===== src/rtl/uart_pkg.sv =====
// Shared types for the UART transmit-side blocks.
// The arbiter state encoding is exported so checkers can bind to it.
package uart_pkg;

   typedef enum logic [1:0] {
      IDLE      = 2'd0,
      LAUNCH    = 2'd1,
      WAIT_BUSY = 2'd2,
      WAIT_DONE = 2'd3
   } tx_arb_state_e;

endpackage


===== src/rtl/uart_rr_pick.sv =====
// Combinational round-robin picker: first set valid bit scanning upward
// from last_grant+1, wrapping modulo NUM_REQ.
module uart_rr_pick #(
   parameter  int NUM_REQ = 4,
   localparam int IW      = (NUM_REQ > 1) ? $clog2(NUM_REQ) : 1
) (
   input  logic [NUM_REQ-1:0] req_valid,
   input  logic [IW-1:0]      last_grant,
   output logic [IW-1:0]      winner,
   output logic               any_valid
);

   int            idx;
   logic [IW-1:0] idx_b;
   logic          found;

   always_comb begin
      winner = '0;
      found  = 1'b0;
      idx    = 0;
      idx_b  = '0;
      // Offset 1 first so the previous winner is considered last.
      for (int off = 1; off <= NUM_REQ; off++) begin
         idx   = (int'(last_grant) + off) % NUM_REQ;
         idx_b = IW'(idx);
         if (!found && req_valid[idx_b]) begin
            found  = 1'b1;
            winner = idx_b;
         end
      end
      any_valid = |req_valid;
   end

endmodule


===== src/rtl/uart_tx_arbiter.sv =====
// Round-robin arbiter sharing one UART TX core between NUM_REQ producers:
// picks, latches and launches a byte, then follows tx_busy to frame end.
module uart_tx_arbiter
   import uart_pkg::*;
#(
   parameter  int NUM_REQ    = 4,
   parameter  int DATA_WIDTH = 8,
   parameter  int BUSY_TMO   = 64,
   localparam int IW         = $clog2(NUM_REQ),
   localparam int CW         = $clog2(BUSY_TMO)
) (
   input  logic                          clk,
   input  logic                          rst,
   input  logic [NUM_REQ-1:0]            req_valid,
   input  logic [NUM_REQ*DATA_WIDTH-1:0] req_data,
   output logic [NUM_REQ-1:0]            req_ready,
   input  logic                          tx_busy,
   output logic                          tx_data_valid,
   output logic [DATA_WIDTH-1:0]         tx_p_data,
   output logic [IW-1:0]                 grant_id,
   output logic                          frame_done,
   output logic                          tmo_err,
   output tx_arb_state_e                 state_dbg
);

   // Handshake: req_valid[i] is a level held by producer i; the byte on
   // req_data[i] transfers in the single cycle where req_valid[i] and
   // req_ready[i] are both high. tx_data_valid is a one-cycle launch with no
   // ready; the TX core acknowledges by raising tx_busy, and the frame ends
   // when tx_busy falls.

   localparam logic [CW-1:0] CNT_LAST = CW'(BUSY_TMO - 1);

   tx_arb_state_e         state;
   logic [IW-1:0]         last_grant;
   logic [IW-1:0]         winner;
   logic                  any_valid;
   logic [CW-1:0]         cnt;
   logic                  pick;
   logic [DATA_WIDTH-1:0] req_bytes [NUM_REQ];

   for (genvar g = 0; g < NUM_REQ; g++) begin : g_unpack
      assign req_bytes[g] = req_data[g*DATA_WIDTH +: DATA_WIDTH];
   end

   uart_rr_pick #(
      .NUM_REQ    (NUM_REQ)
   ) u_pick (
      .req_valid  (req_valid),
      .last_grant (last_grant),
      .winner     (winner),
      .any_valid  (any_valid)
   );

   // A foreign frame on the TX core blocks granting entirely.
   assign pick = (state == IDLE) && any_valid && !tx_busy;

   // Gated by rst so no accept is signalled while reset is held.
   always_comb begin
      req_ready = '0;
      if (pick && rst) req_ready[winner] = 1'b1;
   end

   assign tx_data_valid = (state == LAUNCH);
   assign frame_done    = (state == WAIT_DONE) && !tx_busy;
   assign tmo_err       = (state == WAIT_BUSY) && !tx_busy && (cnt == CNT_LAST);
   assign state_dbg     = state;

   always_ff @(posedge clk or negedge rst) begin
      if (!rst) begin
         state      <= IDLE;
         last_grant <= IW'(NUM_REQ - 1);
         grant_id   <= '0;
         tx_p_data  <= '0;
         cnt        <= '0;
      end else begin
         case (state)
            IDLE: begin
               if (pick) begin
                  tx_p_data <= req_bytes[winner];
                  grant_id  <= winner;
                  state     <= LAUNCH;
               end
            end
            LAUNCH: begin
               cnt   <= '0;
               state <= WAIT_BUSY;
            end
            WAIT_BUSY: begin
               // Timed-out bytes are dropped; the pointer still advances.
               if (tx_busy) begin
                  state <= WAIT_DONE;
               end else if (cnt == CNT_LAST) begin
                  last_grant <= grant_id;
                  state      <= IDLE;
               end else begin
                  cnt <= cnt + 1'b1;
               end
            end
            WAIT_DONE: begin
               if (!tx_busy) begin
                  last_grant <= grant_id;
                  state      <= IDLE;
               end
            end
            default: state <= IDLE;
         endcase
      end
   end

endmodule


===== config.mk =====
export PLATFORM = sky130hd
export DESIGN_NAME = uart_tx_arbiter
export DESIGN_NICKNAME = d
export VERILOG_FILES = /design/src/rtl/uart_pkg.sv /design/src/rtl/uart_rr_pick.sv /design/src/rtl/uart_tx_arbiter.sv
export SDC_FILE = /design/constraint.sdc
export NUM_CORES = 1
export LEC_CHECK = 0
export BUFFER_PORTS_ARGS = -buffer_cell sky130_fd_sc_hd__buf_2
export CAP_MARGIN = 40
export CORE_ASPECT_RATIO = 0.7
export CORE_UTILIZATION = 35
export CTS_BUF_LIST = sky130_fd_sc_hd__clkbuf_16
export CTS_CLUSTER_DIAMETER = 150
export CTS_CLUSTER_SIZE = 16
export DETAILED_ROUTE_END_ITERATION = 7
export GPL_TIMING_DRIVEN = 0
export PLACE_DENSITY = 0.71
export SYNTH_ARGS = -nofsm -noshare
export SYNTH_HDL_FRONTEND = slang
export SYNTH_SLANG_ARGS = --single-unit

===== constraint.sdc =====
create_clock -name clk -period 5.7 [get_ports clk]
set_input_delay 0.855 -clock clk [delete_from_list [all_inputs] [get_ports clk]]
set_output_delay 0.855 -clock clk [all_outputs]
set_load 0.02 [all_outputs]

==> results of run 1 <==
[power by group through the flow]
stage,clock network [W],registers [W],logic (W)
floorplan,0,0.000293,0.000254
global placement,0,0.000250,0.000410
detailed placement,0,0.000251,0.000415
CTS,0.000147,0.000250,0.000415
global route,0.000155,0.000258,0.000451
finish,0.000142,0.000250,0.000413
[cell usage in the layout (no fill, tap or decap), drive strengths merged]
cell | synthesis | routed
mux2i | 12 | 12
clkbuf | 4 | 7
xor2 | 2 | 2
nand2b | 3 | 3
nor2 | 12 | 12
a311oi | 1 | 1
dfrtp | 18 | 18
o21ai | 4 | 4
a31oi | 4 | 4
a21o | 2 | 2
nand3 | 13 | 13
nor3 | 3 | 3
o22ai | 4 | 4
nand2 | 15 | 15
nor2b | 4 | 4
mux2 | 7 | 7
and2 | 2 | 2
buf | 5 | 61
a221o | 5 | 5
a211oi | 9 | 9
and3 | 1 | 1
nor3b | 1 | 1
nand3b | 2 | 2
ha | 1 | 1
and2b | 1 | 1
nor4b | 1 | 1
inv | 6 | 7
or4 | 1 | 1
nand4 | 2 | 2
dfstp | 2 | 2
[Yosys cell counts]
master | n | area [µm²]
sky130_fd_sc_hd__nor2_1 | 12 | 45.0
sky130_fd_sc_hd__mux2_1 | 4 | 45.0
sky130_fd_sc_hd__buf_6 | 2 | 22.5
sky130_fd_sc_hd__nand2b_1 | 3 | 18.8
sky130_fd_sc_hd__or4_1 | 1 | 7.51
sky130_fd_sc_hd__a31oi_1 | 4 | 25.0
sky130_fd_sc_hd__mux2i_1 | 12 | 120
sky130_fd_sc_hd__o21ai_1 | 3 | 15.0
sky130_fd_sc_hd__dfstp_2 | 2 | 52.6
sky130_fd_sc_hd__mux2_4 | 3 | 45.0
sky130_fd_sc_hd__xor2_1 | 2 | 17.5
sky130_fd_sc_hd__a21o_1 | 1 | 7.51
sky130_fd_sc_hd__nor3_1 | 3 | 15.0
sky130_fd_sc_hd__dfrtp_1 | 18 | 450
sky130_fd_sc_hd__nand2_1 | 15 | 56.3
sky130_fd_sc_hd__o22ai_1 | 4 | 25.0
sky130_fd_sc_hd__and2_1 | 2 | 12.5
sky130_fd_sc_hd__a221o_1 | 5 | 50.1
sky130_fd_sc_hd__nor2b_1 | 4 | 25.0
sky130_fd_sc_hd__and3_1 | 1 | 6.26
sky130_fd_sc_hd__inv_1 | 6 | 22.5
sky130_fd_sc_hd__clkbuf_1 | 4 | 15.0
sky130_fd_sc_hd__nand4_1 | 2 | 12.5
sky130_fd_sc_hd__nor3b_1 | 1 | 7.51
sky130_fd_sc_hd__buf_8 | 2 | 30.0
sky130_fd_sc_hd__nand3_1 | 12 | 60.1
sky130_fd_sc_hd__and2b_1 | 1 | 7.51
sky130_fd_sc_hd__nand3_2 | 1 | 10.0
sky130_fd_sc_hd__o21ai_2 | 1 | 8.76
sky130_fd_sc_hd__a211oi_1 | 8 | 60.1
sky130_fd_sc_hd__buf_2 | 1 | 5.00
sky130_fd_sc_hd__ha_1 | 1 | 12.5
sky130_fd_sc_hd__a311oi_1 | 1 | 8.76
sky130_fd_sc_hd__nand3b_1 | 2 | 15.0
sky130_fd_sc_hd__a211oi_2 | 1 | 12.5
sky130_fd_sc_hd__a21o_4 | 1 | 15.0
sky130_fd_sc_hd__nor4b_1 | 1 | 8.76
[cell families after synthesis]
kind of cell	count (synthesis)	share of synthesized area, %
fa+ha+maj	1	0.911
buf+inv	15	6.92
xor+xnor	2	1.28
compound gates	29	16.6
flops	20	36.6
mux	19	15.3
simple gates	61	22.4
[state kept, by name, summed over array words and instances, names as in the netlist]
name	cells
tx_p_data	8
state_dbg	2
last_grant	2
cnt	6
grant_id	2
[metal layers]
layer	GRT usage [%]	part of all wire, %	wire length (µm)
met5	0	0	0
met4	5.45	0.80	26
met3	3.50	6.9	224
met2	25.1	42	1380
met1	21.9	50	1630
[metrics by stage]
step	std cells	total power, W	utilization [%]
2_1_floorplan	147	0.000547	-
3_3_place_gp	253	0.000660	47.3
3_5_place_dp	253	0.000666	47.3
4_1_cts	257	0.000812	49.5
5_1_grt	257	0.000864	49.5
6_report	257	0.000805	49.5
[final cells by class]
cell class,count,area [µm²],area share [%]
Buffer,9,72.6,4.04
Timing Repair Buffer,56,280,15.6
Clock buffer,3,75.1,4.18
Clock inverter,1,3.75,0.209
Sequential cell,20,503,28.0
Inverter,6,22.5,1.25
Tap cell,50,62.6,3.48
Multi-Input combinational cell,112,776,43.2
[path summary, 6_finish.rpt]
| kind | slack, ps | end | cells past startpoint |
|---|---|---|---|
| min in group asynchronous | 560 | cnt[5] | 1 |
| worst min register to register | 500 | tx_p_data[1] | 1 |
| max in group asynchronous | 4780 | last_grant[1] | 1 |
| worst max register to register | 3640 | tx_p_data[7] | 6 |
| worst min-delay path | 500 | tx_p_data[1] | 1 |
| worst max-delay path | 2560 | req_ready[2] | 8 |
==> impl_metrics.ini, run 1 <==
[floorplan]
fp.coreArea_mm2 = 0.00363
design.die.area_mm2 = 0.00418
floorplan.io_pins = 58
placement_rows = 18
fp.dieH_um = 54.4
initial_cell_density_of_the_core_pct = 37.9
die-width_um = 76.9

[power]
vdd_drop_max_mv = 0.165
power_switching_w = 0.000332
cellLeakagePower_nw = 0.880
clockPowerShare_pct = 17.7
power_density_mw_per_mm2 = 449
power_report.internal_total_w = 0.000474
switching_share_pct = 41.2
share_seq_of_total_power_pct = 31.0
comb_power_share_pct = 51.3

[worst_setup_path]
slowest_stage = sky130_fd_sc_hd__or4_1
critical_path.startpoint = req_valid[1]
element_type_at_the_critical_path_end = primary output
worstPathCellList = buf_2 > or4_1 > and2_1 > buf_6 > buf_6 > nand3_1 > nor2_1 > buf_2
critPathLaunchType = input pin
timing.critical_path.max_delay_family = simple AND/OR/NAND/NOR gates
launching_point_of_the_worst_reg2reg_path = last_grant[1]
critical_path_required_ps = 4850
criticalPathCategory = input pin to primary output
path_max_fanout = 10
critPathMaxStageDelay_ps = 550
worst-endpoint-arrival_ps = 2290
cp_num_buf_inv = 4

[clock_tree]
cts-hold-fix-buffers = 0
cts.htree.levels = 1
max_buffers_root_to_sink = 2
cts_root_buffer = sky130_fd_sc_hd__clkbuf_16
clk_pin_slew_ps = 50
tritoncts_num_sinks = 20
numCtsBuffers = 3
cts_resized = 0
tritoncts = yes
worst_skew_pair.late_latency_ps = 250
cts_setup_buffers = 0

[yosys]
number_of_storage_elements_in_the_synthesis_netlist = 20
number_of_library_cell_types_mapped_by_synthesis = 37
syn-instance-count = 147
synth_sequential_area_ratio_pct = 36.6
yosys_warnings = 0
syn_nets = 187
syn_area_per_cell_um2 = 9.35
mappedNetlistArea_mm2 = 0.00137

[place]
port-buffer-count = 56
hpwlAfterDp_um = 2530
placement.cell_area_mm2 = 0.00172
gp_routability_congestion = 0.859
dpl_worst_slack_ps = 2580

[global_routing]
overall_fraction_of_global_route_tracks_in_use_pct = 15.9
number_of_antenna_violations_at_the_first_check_in_global_routing = 0
wire_length_of_the_first_global_routing_pass_um = 5160
grt_max_degree = 23
first_global_vias = 1135
grt_overflow = 0

[finish]
drive_above_1_share_pct = 35.3
layout.filler_cells = 355
final_area_mm2 = 0.00180
antenna_cells_inserted = 0
finish.net_count = 248
syn2layout_area_growth_pct = 30.7

[routing]
drt-initial-drc-count = 70
drc = 0
ant_nets = 0
detail_route.first_pass.iterations = 4
vias = 1328
route.final.wire_length_um = 3260
wl_per_cell_um = 12.7
viasPerCell = 5.17

[sta]
fin_ws_ps = 2560
worst_hold_slack_ps = 504
final-max-slew-violation-count = 0
finalSetupTns_ps = 0
worst_margin_slew_ps = 652
hold_viol_final = 0
max-slew-margin-rel_pct = 56.4
unrepaired_setup_endpoints_after_global_routing = false
setup_clock_skew_after_layout_ps = 5.00
period_share_pct = 55.1
fmaxAchievable_mhz = 318
final_critical_period_ps = 3140
final-setup-viol-count = 0

[job]
max_cap_violations = 0

[worst_hold_path]
timing.hold.worst.start = tx_p_data[1]
timing.hold.worst.class = register to register

[outcome]
outcome = completed
No activity file was read; power rests on OpenSTA's default activity.
==> run 2, diff against run 1 <==
--- a/config.mk
+++ b/config.mk
@@ -14,7 +14,7 @@
 export CTS_CLUSTER_SIZE = 16
 export DETAILED_ROUTE_END_ITERATION = 7
 export GPL_TIMING_DRIVEN = 0
-export PLACE_DENSITY = 0.71
+export PLACE_DENSITY = 0.73
 export SYNTH_ARGS = -nofsm -noshare
 export SYNTH_HDL_FRONTEND = slang
 export SYNTH_SLANG_ARGS = --single-unit
==> constraint.sdc (replaced) <==
create_clock -name clk -period 2.5 [get_ports clk]
set_input_delay 0.375 -clock clk [delete_from_list [all_inputs] [get_ports clk]]
set_output_delay 0.375 -clock clk [all_outputs]
set_load 0.02 [all_outputs]
==> impl_metrics.ini, run 2 (synthesized netlist as in run 1, its figures left out) <==
[clock_tree]
numCtsBuffers = 3
worst_skew_pair.late_latency_ps = 250
cts_root_buffer = sky130_fd_sc_hd__clkbuf_16
cts-hold-fix-buffers = 0
clk_pin_slew_ps = 50
tritoncts_num_sinks = 20
cts.htree.levels = 1
tritoncts = yes
max_buffers_root_to_sink = 2

[finish]
largest_register_ff_count = 8
drive_above_1_share_pct = 37.5
largestRegisters = tx_p_data x8, cnt x6
final_cell_count_no_fill = 258
antenna_cells_inserted = 0
largest_reg_by_ff_count = tx_p_data
layout_commonest_cell = sky130_fd_sc_hd__buf_2
layout.cells.most_common_list = 56 x sky130_fd_sc_hd__buf_2, 18 x sky130_fd_sc_hd__dfrtp_1, 15 x sky130_fd_sc_hd__nand2_1
layout.filler_cells = 347
finish.net_count = 249
syn2layout_area_growth_pct = 33.0

[worst_setup_path]
critical_path_required_ps = 2120
worst-endpoint-arrival_ps = 2040
timing.reg2reg.setup_slack_ps = 410
criticalPathCategory = register to primary output
rr_worst_depth = 6
reg2reg_to = tx_p_data[3]
critical_path.startpoint = last_grant[1]
worstSetupEndpoint = req_ready[3]
critPathLaunchType = register
path_max_fanout = 10
launching_point_of_the_worst_reg2reg_path = last_grant[1]
element_type_at_the_critical_path_end = primary output

[routing]
ant_nets = 0
wl_per_cell_um = 13.3
viasPerCell = 5.12
detail_route.first_pass.iterations = 4
route.final.wire_length_um = 3430
drc = 0
vias = 1322
drt-initial-drc-count = 67

[global_routing]
number_of_antenna_violations_at_the_first_check_in_global_routing = 0
wire_length_of_the_first_global_routing_pass_um = 5480
grt_overflow = 0
overall_fraction_of_global_route_tracks_in_use_pct = 17.2
grt_max_degree = 23
first_global_vias = 1164

[power]
power_density_mw_per_mm2 = 1020
cellLeakagePower_nw = 0.889
vdd_drop_max_mv = 0.551

[floorplan]
design.die.area_mm2 = 0.00418
placement_rows = 18
die-width_um = 76.9
fp.coreArea_mm2 = 0.00363
floorplan.io_pins = 58
initial_cell_density_of_the_core_pct = 37.9
fp.dieH_um = 54.4

[sta]
final_critical_period_ps = 2420
unrepaired_setup_endpoints_after_global_routing = false
hold_viol_final = 0
setup_clock_skew_after_layout_ps = 1.66
finalSetupTns_ps = 0
period_share_pct = 96.7
max-slew-margin-rel_pct = 53.9
fmaxAchievable_mhz = 414
final-max-slew-violation-count = 0
worst_margin_slew_ps = 690
final-setup-viol-count = 0

[place]
gp_routability_congestion = 0.902
port-buffer-count = 56
hpwlAfterDp_um = 2620
place_inst = 253

[worst_hold_path]
timing.hold.worst.class = input pin to async pin

[outcome]
outcome = completed

[job]
max_cap_violations = 0
## run 2: stage by stage
| step | worst slack, ps | hold WS [ps] | total power, W | util, % | area (µm²) |
|---|---|---|---|---|---|
| 3_5_place_dp | 317 | 354 | 0.00152 | 47.3 | 1720 |
| 2_1_floorplan | 445 | 79.4 | 0.00125 | - | 1370 |
| 5_1_grt | 3.52 | 113 | 0.00200 | 50.4 | 1830 |
| 4_1_cts | 36.7 | 88.7 | 0.00185 | 49.5 | 1800 |
| 3_3_place_gp | 334 | 354 | 0.00150 | 47.3 | 1720 |
| 6_report | 83.2 | 71.5 | 0.00187 | 50.4 | 1830 |
## run 2: how the worst min path moves through the flow
stage | end | slack [ps] | depth (start not counted)
floorplan | cnt[0] | 80 | 0
global placement | cnt[4] | 350 | 1
detailed placement | cnt[4] | 350 | 1
CTS | cnt[4] | 90 | 1
global route | cnt[4] | 110 | 1
finish | cnt[4] | 70 | 1
## run 2: where the power goes
group | switching [W] | internal [W]
Sequential | 0.000119 | 0.000466
Clock | 0.000112 | 0.000213
Combinational | 0.000541 | 0.000417
## run 2: cell type report
type	instances	area, µm²	share of cell area, %
flip-flops and latches	20	503	27.5
inverters	6	22.5	1.23
clock inverters	1	3.75	0.205
plain buffers	8	68.8	3.77
well taps	50	62.6	3.42
multi-input cells	112	793	43.4
repair buffers	58	298	16.3
clock buffers	3	75.1	4.11
## run 2: worst max-delay path: stages, from the launching register on
cell	delay, ps
sky130_fd_sc_hd__dfstp_2	580
sky130_fd_sc_hd__and2b_1	200
sky130_fd_sc_hd__o21ai_2	200
sky130_fd_sc_hd__a21o_4	190
sky130_fd_sc_hd__buf_8	170
sky130_fd_sc_hd__buf_8	140
sky130_fd_sc_hd__nor2b_1	150
sky130_fd_sc_hd__buf_4	160
## run 2: metal layers
metal | GRT usage (%) | up-vias | part of all wire [%]
li1 | - | 658 | -
met1 | 24.7 | 622 | 53
met2 | 26.2 | 40 | 41
met3 | 4.00 | 2 | 5.2
met4 | 3.85 | 0 | 0.61
met5 | 0 | - | 0
## run 2: timing repair
| item | 4_1_cts | 5_1_grt |
|---|---|---|
| endpoints found under the setup margin | 0 | 3 |
| endpoints found under the hold margin | 0 | 0 |
| buffers inserted | 0 | 2 |
| gates resized for setup | 0 | 4 |
==> run 3, diff against run 2 <==
--- a/config.mk
+++ b/config.mk
@@ -8,6 +8,7 @@
 export BUFFER_PORTS_ARGS = -buffer_cell sky130_fd_sc_hd__buf_2
 export CAP_MARGIN = 40
 export CORE_ASPECT_RATIO = 0.7
+export CORE_MARGIN = 1.5
 export CORE_UTILIZATION = 35
 export CTS_BUF_LIST = sky130_fd_sc_hd__clkbuf_16
 export CTS_CLUSTER_DIAMETER = 150
==> impl_metrics.ini, run 3 (synthesized netlist as in run 1, its figures left out) <==
[routing]
drt-initial-drc-count = 83
wl_per_cell_um = 14.1
viasPerCell = 5.12
ant_nets = 0
route.final.wire_length_um = 3600
detail_route.first_pass.iterations = 4
drc = 0
vias = 1310

[power]
power_report.internal_total_w = 0.00109
vdd_drop_max_mv = 0.391
power_density_mw_per_mm2 = 1030
power_switching_w = 0.000782
share_seq_of_total_power_pct = 31.6
total_power_w = 0.00187
clockPowerShare_pct = 17.5
comb_power_share_pct = 50.8
switching_share_pct = 41.8
cellLeakagePower_nw = 0.881

[floorplan]
fp.coreArea_mm2 = 0.00365
design.die.area_mm2 = 0.00432
die-width_um = 77.9
floorplan.io_pins = 58
fp.dieH_um = 55.4
placement_rows = 18
initial_cell_density_of_the_core_pct = 37.7

[job]
max_cap_violations = 0

[worst_setup_path]
timing.critical_path.max_delay_family = flip-flops
worst-endpoint-arrival_ps = 2020
cp_num_buf_inv = 3
worstPathCellList = and2b_1 > o21ai_4 > a21o_4 > buf_8 > buf_8 > nor2b_1 > buf_2
critical_path_required_ps = 2120
cpMostUsedCell = sky130_fd_sc_hd__buf_8
criticalPathCategory = register to primary output
launching_point_of_the_worst_reg2reg_path = last_grant[1]
critPathMaxStageDelay_ps = 590
element_type_at_the_critical_path_end = primary output
slowest_stage = sky130_fd_sc_hd__dfstp_2
timing.reg2reg.setup_slack_ps = 420
reg2reg_to = tx_p_data[7]
critPathLaunchType = register
rr_worst_depth = 6
path_max_fanout = 10

[finish]
drive_above_1_share_pct = 36.4
multi_input_area_um2 = 805
largest_register_ff_count = 8
finish.net_count = 247
layout.filler_cells = 376
antenna_cells_inserted = 0
layout.cells.most_common_list = 57 x sky130_fd_sc_hd__buf_2, 18 x sky130_fd_sc_hd__dfrtp_1, 15 x sky130_fd_sc_hd__nand2_1
syn2layout_area_growth_pct = 32.5
largest_reg_by_ff_count = tx_p_data
layout_commonest_cell = sky130_fd_sc_hd__buf_2
largestRegisters = tx_p_data x8, cnt x6
ff_latch_area_um2 = 503

[place]
hpwlAfterDp_um = 2690
port-buffer-count = 56
gp_routability_congestion = 0.839

[sta]
setup_clock_skew_after_layout_ps = 4.93
hold_viol_final = 0
fmaxAchievable_mhz = 417
finalSetupTns_ps = 0
unrepaired_setup_endpoints_after_global_routing = false
final-setup-viol-count = 0
worst_margin_slew_ps = 686
period_share_pct = 95.9
final_critical_period_ps = 2400
max-slew-margin-rel_pct = 54.1
final-max-slew-violation-count = 0

[global_routing]
grt_overflow = 0
overall_fraction_of_global_route_tracks_in_use_pct = 17.2
number_of_antenna_violations_at_the_first_check_in_global_routing = 0
grt_max_degree = 23
first_global_vias = 1239
wire_length_of_the_first_global_routing_pass_um = 5890

[clock_tree]
numCtsBuffers = 3
cts_setup_buffers = 0
tritoncts_num_sinks = 20
worst_skew_pair.late_latency_ps = 250
cts_root_buffer = sky130_fd_sc_hd__clkbuf_16
clk_pin_slew_ps = 60
tritoncts = yes
cts.htree.levels = 1
max_buffers_root_to_sink = 2

[outcome]
outcome = completed

[worst_hold_path]
timing.hold.worst.class = input pin to async pin
-- run 3: changes by cell type in the layout (fill, tap and decap cells not counted), sizes merged --
cell / previous run / this run
buf: 63 / 61
-- run 3: worst max path at each step --
stage / startpoint / slack (ps) / to / cells past startpoint
detailed placement: last_grant[1] / 290 / req_ready[3] / 6
finish: last_grant[1] / 100 / req_ready[3] / 7
CTS: last_grant[1] / 2 / req_ready[3] / 6
global placement: req_valid[1] / 320 / req_ready[1] / 8
global route: last_grant[1] / 1 / req_ready[3] / 7
floorplan: last_grant[1] / 450 / req_ready[1] / 6
-- run 3: per-stage QoR --
step,area (µm²),instances,worst slack [ps],hold slack (ps),utilization (%)
floorplan,1370,147,445,79.4,-
global placement,1720,253,320,361,47.1
detailed placement,1720,253,291,359,47.1
CTS,1800,257,2.41,95.8,49.2
global route,1820,256,1.29,114,49.9
finish,1820,256,104,75.4,49.9
-- run 3: what timing repair did --
| action | CTS | global route |
|---|---|---|
| hold buffers | 0 | 0 |
| endpoints found under the setup margin | 0 | 4 |
| resized for setup | 0 | 4 |
-- run 3: power groups by stage --
stage          Combinational (W)  Sequential (W)  Clock, W
4_1_cts                 0.000954        0.000571  0.000334
5_1_grt                  0.00103        0.000612  0.000348
6_report                0.000951        0.000591  0.000328
3_5_place_dp            0.000951        0.000572         0
3_3_place_gp            0.000933        0.000570         0
2_1_floorplan           0.000579        0.000667         0
-- run 3: final cells by class --
class | count | area share, %
Multi-Input combinational cell | 112 | 44.2
Sequential cell | 20 | 27.6
Timing Repair Buffer | 56 | 15.4
Clock buffer | 3 | 4.12
Buffer | 8 | 3.78
Tap cell | 50 | 3.44
Inverter | 6 | 1.24
Clock inverter | 1 | 0.206
-- run 3: layer usage --
layer,wire length (µm),part of all wire (%),global-route usage (%),up-vias
met5,0,0,0,-
met4,34,0.94,5.45,0
met3,174,4.8,3.64,2
met2,1570,44,25.8,39
met1,1830,51,24.6,613
li1,-,-,-,656
